$ cat config.mk
export PLATFORM = sky130hd
export DESIGN_NAME = cmd_arbiter
export DESIGN_NICKNAME = d
export VERILOG_FILES = /design/src/rtl/cmd_arbiter.sv
export SDC_FILE = /design/constraint.sdc
export NUM_CORES = 1
export LEC_CHECK = 0
export BUFFER_PORTS_ARGS = -buffer_cell sky130_fd_sc_hd__buf_2
export CORE_MARGIN = 1
export CORE_UTILIZATION = 45
export DETAILED_ROUTE_END_ITERATION = 7
export PLACE_DENSITY_LB_ADDON = 0.2
export SLEW_MARGIN = 20
export SYNTH_ARGS = -nofsm -noshare
export SYNTH_HDL_FRONTEND = slang
export SYNTH_SLANG_ARGS = --single-unit
$ cat constraint.sdc
create_clock -name clk -period 7.4 [get_ports clk]
set_input_delay 0.74 -clock clk [delete_from_list [all_inputs] [get_ports clk]]
set_output_delay 0.74 -clock clk [all_outputs]
set_load 0.02 [all_outputs]
$ cat src/rtl/cmd_arbiter.sv
// cmd_arbiter
//
// Merges commands from several input front-ends (buttons, switch edges, UART
// decoder, tick generators) into one queue for the game state machine.
// Each source owns a one-entry holding register so simultaneous events are
// never overwritten. Occupied holding registers are granted round-robin, one
// per cycle, into a FIFO drained by a valid/ready handshake. Repeatable codes
// are coalesced against the FIFO tail, held keys auto-repeat, and every lost
// command is counted in a saturating drop counter.
//
// Ports:
//   clk        clock
//   reset_n    asynchronous active-low reset
//   flush      synchronous clear of FIFO, holding registers, repeat state, RR pointer
//   src_valid  per-source command strobe
//   src_cmd    per-source command code, source i at [i*CMD_W +: CMD_W]; 0 = none
//   src_hold   per-source "key still held", enables auto-repeat
//   out_valid  FIFO non-empty
//   out_cmd    FIFO head entry, 0 when empty
//   out_ready  consumer pops the head when out_valid && out_ready
//   level      current FIFO occupancy
//   drop_cnt   saturating count of lost commands

module cmd_arbiter #(
  parameter int unsigned             N_SRC         = 4,
  parameter int unsigned             CMD_W         = 4,
  parameter int unsigned             DEPTH         = 8,
  parameter logic [2**CMD_W-1:0]     COALESCE_MASK = '0,
  parameter int unsigned             REPEAT_DLY    = 25_000_000,
  parameter int unsigned             REPEAT_PER    = 5_000_000
) (
  input  logic                       clk,
  input  logic                       reset_n,
  input  logic                       flush,
  input  logic [N_SRC-1:0]           src_valid,
  input  logic [N_SRC*CMD_W-1:0]     src_cmd,
  input  logic [N_SRC-1:0]           src_hold,
  output logic                       out_valid,
  output logic [CMD_W-1:0]           out_cmd,
  input  logic                       out_ready,
  output logic [$clog2(DEPTH):0]     level,
  output logic [7:0]                 drop_cnt
);

  localparam int unsigned AW     = $clog2(DEPTH);
  localparam int unsigned PW     = (N_SRC > 1) ? $clog2(N_SRC) : 1;
  localparam int unsigned RepMax = (REPEAT_DLY > REPEAT_PER) ? REPEAT_DLY : REPEAT_PER;
  localparam int unsigned CW     = (RepMax > 2) ? $clog2(RepMax) : 1;

  // The counter is loaded with (delay - 1) so that the injection happens on
  // the edge exactly REPEAT_DLY / REPEAT_PER cycles after the load edge.
  localparam logic [CW-1:0] DlyLoad = CW'(REPEAT_DLY - 1);
  localparam logic [CW-1:0] PerLoad = CW'(REPEAT_PER - 1);

  // Holding registers
  logic [N_SRC-1:0] hold_valid_q, hold_valid_d;
  logic [CMD_W-1:0] hold_cmd_q [N_SRC];
  logic [CMD_W-1:0] hold_cmd_d [N_SRC];

  // Auto-repeat state
  logic [N_SRC-1:0] rep_armed_q, rep_armed_d;
  logic [CW-1:0]    rep_cnt_q [N_SRC];
  logic [CW-1:0]    rep_cnt_d [N_SRC];
  logic [CMD_W-1:0] rep_cmd_q [N_SRC];
  logic [CMD_W-1:0] rep_cmd_d [N_SRC];

  // Arbitration
  logic [PW-1:0]    rr_q, rr_d;
  logic             gnt_any;
  logic [PW-1:0]    gnt_idx;
  logic [PW-1:0]    cand;
  logic [N_SRC-1:0] gnt_vec;
  logic [CMD_W-1:0] gnt_cmd;

  // Capture decode
  logic [CMD_W-1:0] in_cmd [N_SRC];
  logic [N_SRC-1:0] new_cmd;
  logic [N_SRC-1:0] slot_free;
  logic [N_SRC-1:0] cap_drop;

  // FIFO
  logic [CMD_W-1:0] mem_q [DEPTH];
  logic [AW-1:0]    wr_ptr_q, rd_ptr_q, tail_ptr;
  logic [AW:0]      level_q, level_d;
  logic             level_nz, fifo_full;
  logic             pop, push, coalesce, fifo_drop;
  logic [CMD_W-1:0] tail_cmd;

  // Drop accounting
  logic [8:0]       drop_inc;
  logic [9:0]       drop_sum;
  logic [7:0]       drop_q, drop_d;

  // ---------------------------------------------------------------------------
  // Round-robin grant: first occupied holding register at or after rr_q.
  // ---------------------------------------------------------------------------
  always_comb begin
    gnt_any = 1'b0;
    gnt_idx = '0;
    cand    = '0;
    for (int unsigned off = 0; off < N_SRC; off++) begin
      cand = PW'((32'(rr_q) + off) % N_SRC);
      if (!gnt_any && hold_valid_q[cand]) begin
        gnt_any = 1'b1;
        gnt_idx = cand;
      end
    end
    gnt_vec          = '0;
    gnt_vec[gnt_idx] = gnt_any;
    gnt_cmd          = hold_cmd_q[gnt_idx];
  end

  always_comb begin
    rr_d = rr_q;
    if (gnt_any) begin
      rr_d = (gnt_idx == PW'(N_SRC - 1)) ? '0 : gnt_idx + PW'(1);
    end
  end

  // ---------------------------------------------------------------------------
  // Capture and auto-repeat, per source.
  // A slot is free if empty or being granted this cycle.
  // ---------------------------------------------------------------------------
  always_comb begin
    for (int i = 0; i < N_SRC; i++) begin
      in_cmd[i]    = src_cmd[i*CMD_W +: CMD_W];
      new_cmd[i]   = src_valid[i] && (in_cmd[i] != '0);
      slot_free[i] = !hold_valid_q[i] || gnt_vec[i];
    end
  end

  always_comb begin
    hold_valid_d = hold_valid_q & ~gnt_vec;
    hold_cmd_d   = hold_cmd_q;
    rep_armed_d  = rep_armed_q;
    rep_cnt_d    = rep_cnt_q;
    rep_cmd_d    = rep_cmd_q;
    cap_drop     = '0;
    for (int i = 0; i < N_SRC; i++) begin
      if (new_cmd[i] && slot_free[i]) begin
        // Accepted strobe; also overrides any injection due this cycle.
        hold_valid_d[i] = 1'b1;
        hold_cmd_d[i]   = in_cmd[i];
        rep_armed_d[i]  = src_hold[i];
        rep_cnt_d[i]    = DlyLoad;
        rep_cmd_d[i]    = in_cmd[i];
      end else begin
        if (new_cmd[i]) begin
          cap_drop[i] = 1'b1;
        end
        if (!src_hold[i]) begin
          rep_armed_d[i] = 1'b0;
        end else if (rep_armed_q[i]) begin
          if (rep_cnt_q[i] != '0) begin
            rep_cnt_d[i] = rep_cnt_q[i] - CW'(1);
          end else if (slot_free[i]) begin
            hold_valid_d[i] = 1'b1;
            hold_cmd_d[i]   = rep_cmd_q[i];
            rep_cnt_d[i]    = PerLoad;
          end
          // Otherwise the counter stalls at zero until the slot frees up.
        end
      end
    end
  end

  // ---------------------------------------------------------------------------
  // FIFO enqueue / dequeue decisions.
  // ---------------------------------------------------------------------------
  always_comb begin
    level_nz  = (level_q != '0);
    fifo_full = (level_q == (AW+1)'(DEPTH));
    pop       = level_nz && out_ready;
    tail_ptr  = wr_ptr_q - AW'(1);
    tail_cmd  = mem_q[tail_ptr];
    // When the only entry is leaving this cycle there is nothing left to
    // merge into, so the command is written instead.
    coalesce  = gnt_any && COALESCE_MASK[gnt_cmd] && level_nz &&
                (tail_cmd == gnt_cmd) && !((level_q == (AW+1)'(1)) && pop);
    fifo_drop = gnt_any && !coalesce && fifo_full && !pop;
    push      = gnt_any && !coalesce && !fifo_drop;

    level_d = level_q;
    if (push && !pop) begin
      level_d = level_q + (AW+1)'(1);
    end else if (!push && pop) begin
      level_d = level_q - (AW+1)'(1);
    end
  end

  // ---------------------------------------------------------------------------
  // Drop counter: capture drops on any source plus a FIFO-full drop, saturating.
  // ---------------------------------------------------------------------------
  always_comb begin
    drop_inc = 9'(fifo_drop);
    for (int i = 0; i < N_SRC; i++) begin
      drop_inc = drop_inc + 9'(cap_drop[i]);
    end
    drop_sum = 10'(drop_q) + 10'(drop_inc);
    drop_d   = (drop_sum > 10'd255) ? 8'hFF : drop_sum[7:0];
  end

  // ---------------------------------------------------------------------------
  // State
  // ---------------------------------------------------------------------------
  always_ff @(posedge clk or negedge reset_n) begin
    if (!reset_n) begin
      wr_ptr_q     <= '0;
      rd_ptr_q     <= '0;
      level_q      <= '0;
      drop_q       <= '0;
      rr_q         <= '0;
      hold_valid_q <= '0;
      rep_armed_q  <= '0;
      for (int i = 0; i < N_SRC; i++) begin
        hold_cmd_q[i] <= '0;
        rep_cnt_q[i]  <= '0;
        rep_cmd_q[i]  <= '0;
      end
    end else if (flush) begin
      // drop_q deliberately survives a flush.
      wr_ptr_q     <= '0;
      rd_ptr_q     <= '0;
      level_q      <= '0;
      rr_q         <= '0;
      hold_valid_q <= '0;
      rep_armed_q  <= '0;
      for (int i = 0; i < N_SRC; i++) begin
        hold_cmd_q[i] <= '0;
        rep_cnt_q[i]  <= '0;
        rep_cmd_q[i]  <= '0;
      end
    end else begin
      if (push) begin
        wr_ptr_q <= wr_ptr_q + AW'(1);
      end
      if (pop) begin
        rd_ptr_q <= rd_ptr_q + AW'(1);
      end
      level_q      <= level_d;
      drop_q       <= drop_d;
      rr_q         <= rr_d;
      hold_valid_q <= hold_valid_d;
      hold_cmd_q   <= hold_cmd_d;
      rep_armed_q  <= rep_armed_d;
      rep_cnt_q    <= rep_cnt_d;
      rep_cmd_q    <= rep_cmd_d;
    end
  end

  // Storage needs no reset: out_cmd is gated by occupancy.
  always_ff @(posedge clk) begin
    if (push && !flush) begin
      mem_q[wr_ptr_q] <= gnt_cmd;
    end
  end

  // ---------------------------------------------------------------------------
  // Outputs
  // ---------------------------------------------------------------------------
  assign out_valid = level_nz;
  assign out_cmd   = level_nz ? mem_q[rd_ptr_q] : '0;
  assign level     = level_q;
  assign drop_cnt  = drop_q;

endmodule

Word level (Yosys, flattened, before mapping)
Memory sizes are Yosys's and may differ from the RTL's. Cells that the tools add are included.

Bitwise logic cells: 4. Reduce and logical (&&, ||, !) cells: 83. Eq/ne operators: 12. Add/subtract/negate cells: 18. Order comparisons: 9. Multiplexer cells: 121.

Operator list (number): 2-to-1 mux 25 bit (20); 2-to-1 mux 4 bit (32); 2-to-1 mux 100 bit (1); nonzero test 25 bit (4); subtractor 25 x 1 -> 25 bit, second input constant (4); 2-to-1 mux 1 bit (48); nonzero test 3 bit (13); nonzero test 4 bit (9); 2-to-1 mux 16 bit (2); logical AND 1 bit (25); AND reduction 4 bit (4); less-than comparator 2 x 3 -> 1 bit, second input constant (5); 2-to-1 mux 2 bit (7); nonzero test 2 bit (7); logical NOT 1 bit (13); 2-to-1 mux 3 bit (4); != test 3 x 2 -> 1 bit, second input constant (4); != test 3 bit, second input constant (4); AND reduction 3 bit (4); adder 8 x 5 -> 9 bit (1); greater-than comparator 9 x 8 -> 1 bit, second input constant (1); AND 4 bit (2); binary-select mux 1 bit (select 2 bit) (4); binary-select mux 4 bit (select 2 bit) (1); other kinds (22) (28).

Memories: 2. Memory bits (writable): 32. Memory bits (read-only): 16. Flip-flop bits (word level): 160. Output and inout bits: 17.

Memories: mem_q (depth 8, width 4, read ports 2, clocked after Yosys merged registers in 0, write ports 1, line 82) `logic [CMD_W-1:0] mem_q [DEPTH];`; (no name shown) (depth 16, width 1, read ports 1, clocked after Yosys merged registers in 0, write ports 0, line 178) `coalesce = gnt_any && COALESCE_MASK[gnt_cmd] && level_nz &&`.

Longest topological paths before layout
Depth in word-level cells: 33. Depth in mapped cells: 16.

Worst setup path before layout
OpenSTA, ideal clock, no wires.

Kind: reg-to-reg. Start: reg rr_q[1]. End: reg drop_q[6], in the netlist drop_cnt[6]. Library setup time: 0.125 ns. Path buffers: 1. Data arrival time: 4.278 ns. Stages on the path, launching flop included: 17. Period minus slack after synthesis: 4.403 ns. Slack: 2.997 ns. Path through: dfrtp_1 nor2b_1 a21o_1 a221oi_1 buf_1 inv_1 ha_1 nand2b_1 nor2_1 fa_1 fa_1 ha_1 fa_1 a21oi_1 nor2_1 nand4_1 mux2_2.

Cells in the longest elaborated chain, start to end: 33.

Ends and longest elaborated chain: start: declaration (line 68) `logic [PW-1:0] rr_q, rr_d;`; start signal: assignment (line 242) `rr_q <= rr_d;`; branches (longest 29 deep; another with adder 2 x 1 -> 2 bit); adder 4 x 1 -> 5 bit (*) (line 197) `drop_inc = drop_inc + 9'(cap_drop[i]);`; adder 8 x 5 -> 9 bit (*) (line 199) `drop_sum = 10'(drop_q) + 10'(drop_inc);`; greater-than comparator 9 x 8 -> 1 bit (line 200) `drop_d = (drop_sum > 10'd255) ? 8'hFF : drop_sum[7:0];`; 2-to-1 mux 8 bit (*) (line 200); end signal: assignment (line 241) `drop_q <= drop_d;`; end: declaration (line 92) `logic [7:0] drop_q, drop_d;`.

Every way passes the cells marked *. The select of a mux whose other input is x is not followed. A chain may end at the register's enable or synchronous reset.

Worst setup path in the final report
Ends and elaborated chain as after synthesis.

==> results.sh <==
export IMPL_cp_arrival_ns=4.84
export IMPL_firstDrtPassIters=5
export IMPL_clockRootBuffer="clkbuf_16"
export IMPL_grt_pass1_vias=8717
export IMPL_cts_buffers=17
export IMPL_rsz0062_at_grt="false"
export IMPL_met1_usage_pct=33.2
export IMPL_p_leak_nw=5.02
export IMPL_r2r_end="drop_cnt[6]"
export IMPL_synthTopCellsByCount="dfrtp_1, nor2_1, nand2_1, nor3_1, a21oi_1"
export IMPL_drv_cap=0
export IMPL_clock_latency_ns=0.43
export IMPL_timing_final_crit_share_pct=61.1
export IMPL_cts_max_level=4
export IMPL_worstMarginPinSlew_ns=1.13
export IMPL_timing_fmax_ghz=0.221
export IMPL_dp_hpwl_um=19100
export IMPL_dieArea_sq_mm=0.0249
export IMPL_cts_setup_buffers=0
export IMPL_top_usage_layer="met2"
export IMPL_ys_ff_latch=192
export IMPL_via_per_inst=6.31
export IMPL_cts_sinks=192
export IMPL_rows=56
export IMPL_worst_r2r_path_depth=16
export IMPL_fill_cells=2203
export IMPL_cp_start_kind="flop"
export IMPL_antenna_left=0
export IMPL_path_clk_slew_ns=0.07
export IMPL_antenna_found_initial=0
export IMPL_place_ws_ns=2.89
export IMPL_synthCells=1142
export IMPL_fin_nets=1205
export IMPL_num_vias=9398
export IMPL_grt_use_met3_pct=3.18
export IMPL_grt_pass1_wl_um=45500
export IMPL_synthArstFlopShare_pct=83.3
export IMPL_met2_usage_pct=36.9
export IMPL_min_period_ns=4.52
export IMPL_crit_required_ns=7.72
export IMPL_die_width_um=158
export IMPL_status="finished, final reports clean"
export IMPL_finClkSkew_ns=0.0157
export IMPL_netlist_area_sq_mm=0.0109
export IMPL_drc=0
export IMPL_synth_top_area_share_pct=36.6
export IMPL_synth_top_area_cell="dfrtp_1"
export IMPL_cts_hold_buf=0
export IMPL_drt_iter0_drc=827
export IMPL_yosysWarnings=0
export IMPL_hold_class="input port to asynchronous set/reset pin"
export IMPL_rr_startpoint="rr_q[1]"
export IMPL_cts_resized=0
export IMPL_setup_viol=0
export IMPL_area_growth_pct=9.91
export IMPL_layout_drive_gt1_share_pct=11.5
export IMPL_io_buffers=44
export IMPL_ys_seq_area_share_pct=45.4
export IMPL_initial_core_util_pct=46.2
export IMPL_syn_nets=1190
export IMPL_crit_type="flop to flop"
export IMPL_slew_headroom_pct=23.9
export IMPL_yosysUniqueCellTypes=80
export IMPL_io_pins=45
export IMPL_slew_viol_final=0
export IMPL_cellPowerDensity_mw_per_mm2=280
export IMPL_grt_usage_pct=23.3
export IMPL_netlist_top_cells_area="dfrtp_1, edfxtp_1, nor3_1"
export IMPL_antenna_cells=0
export IMPL_end_kind="flop"
export IMPL_post_route_util_pct=50.7
export IMPL_cts_tree="yes"
export IMPL_critPathLaunch="rr_q[1]"
export IMPL_yosys_most_used_dff="dfrtp_1"
export IMPL_reg2reg_setup_slack_ns=2.88
export IMPL_routed_wirelength_um=27900
export IMPL_crit_fanout=11
export IMPL_synthMostInstantiatedCell="dfrtp_1"
export IMPL_clk_path_buf_depth=2
export IMPL_wl_per_cell_um=18.7
export IMPL_synth_area_per_cell_sq_um=9.57
export IMPL_die_h_um=158
export IMPL_hold_viol=0
export IMPL_synth_edf_count=32
export IMPL_grt_max_degree=102
export IMPL_setup_tns_ns=0
export IMPL_endpoint="drop_cnt[6]"
export IMPL_coreArea_sq_mm=0.0237
export IMPL_ir_drop_mv=0.153
export IMPL_gp_congestion=0.871
export IMPL_setup_ws_ns=2.88
export IMPL_gr_total_overflow=0
[worst min path at each step]
stage | depth (start not counted) | end | slack (ns)
floorplan | 0 | drop_cnt[0] | 0.44
global placement | 1 | rep_cnt_q[6] | 0.48
detailed placement | 1 | rep_cnt_q[6] | 0.48
CTS | 1 | rep_cnt_q[57] | 0.47
global route | 1 | rep_cnt_q[57] | 0.52
finish | 1 | rep_cnt_q[56] | 0.43
[metrics by stage]
step | instance area (sq um) | std cells | power [mW] | hold slack (ns)
3_3_place_gp | 11400 | 1457 | 2.38 | 0.479
4_1_cts | 12000 | 1489 | 3.38 | 0.470
3_5_place_dp | 11400 | 1457 | 2.40 | 0.483
5_1_grt | 12000 | 1489 | 3.57 | 0.516
6_report | 12000 | 1489 | 3.37 | 0.432
2_1_floorplan | 10900 | 1142 | 2.11 | 0.444
[power by group]
group          internal [mW]  switching (mW)  total, mW  leakage (nW)
clock network          0.567           0.410      0.977         0.295
logic                  0.390           0.624       1.01          2.30
registers               1.20           0.172       1.38          2.43
[final cells by class]
class,count,area [sq um],area share [%]
clock buffer,19,433,3.60
tap,319,399,3.32
inverter,34,128,1.06
timing repair buffer,53,297,2.47
sequential,192,4960,41.3
clock inverter,13,183,1.52
multi-input combinational,859,5610,46.7
[registers in the layout (all words and copies together), names as in the netlist, 4 cells and up]
| register | cells |
|---|---|
| level | 4 |
| mem_q | 32 |
| drop_cnt | 8 |
| rep_armed_q | 4 |
| rep_cnt_q | 100 |
| hold_valid_q | 4 |
| hold_cmd_q | 16 |
| rep_cmd_q | 16 |
[per-layer routing]
layer	vias to the layer above	routed length, um
li1	4445	-
met1	4666	13200
met2	252	13100
met3	35	1220
met4	0	368
met5	-	0
[cells by family after synthesis]
logic type	after synthesis	synth area share (%)
XOR/XNOR	7	0.561
AND/OR/NAND/NOR	461	22.2
AO/OA/AOI/OAI	326	20.8
buffers and inverters	91	3.25
adder cells (fa/ha/maj)	20	2.56
flip-flops	192	45.4
multiplexers	45	5.22
[critical path: stages, from the launching register on]
cell and delay (ns):
dfrtp_1 0.42, nor2b_1 0.16, a21o_1 0.18, a221oi_1 0.25, buf_4 0.26, inv_1 0.08
ha_1 0.20, nand2b_1 0.23, nor2_1 0.25, fa_1 0.48, fa_1 0.48, ha_1 0.25
fa_1 0.42, a21oi_1 0.19, nor2_1 0.10, nand4_1 0.13, mux2_2 0.33
[layout by cell type, fill, tap and decap left out, types with 10 or more instances in the layout]
| cell type | instances |
|---|---|
| nand3_1 | 30 |
| inv_1 | 34 |
| a22o_1 | 10 |
| a211oi_1 | 12 |
| nor4_1 | 37 |
| nor2b_1 | 17 |
| a21o_1 | 14 |
| nor3_1 | 82 |
| mux2_2 | 16 |
| a21oi_1 | 81 |
| nand2_1 | 86 |
| o22ai_1 | 15 |
| mux2i_1 | 21 |
| o21ai_0 | 49 |
| dfrtp_1 | 160 |
| o211ai_1 | 12 |
| buf_4 | 10 |
| or3_1 | 15 |
| a31oi_1 | 16 |
| edfxtp_1 | 32 |
| clkbuf_16 | 17 |
| nand4_1 | 20 |
| buf_2 | 42 |
| or4_1 | 21 |
| nor2_1 | 92 |
| o31ai_1 | 10 |
| ha_1 | 16 |
(Power assumes the default switching activity.)
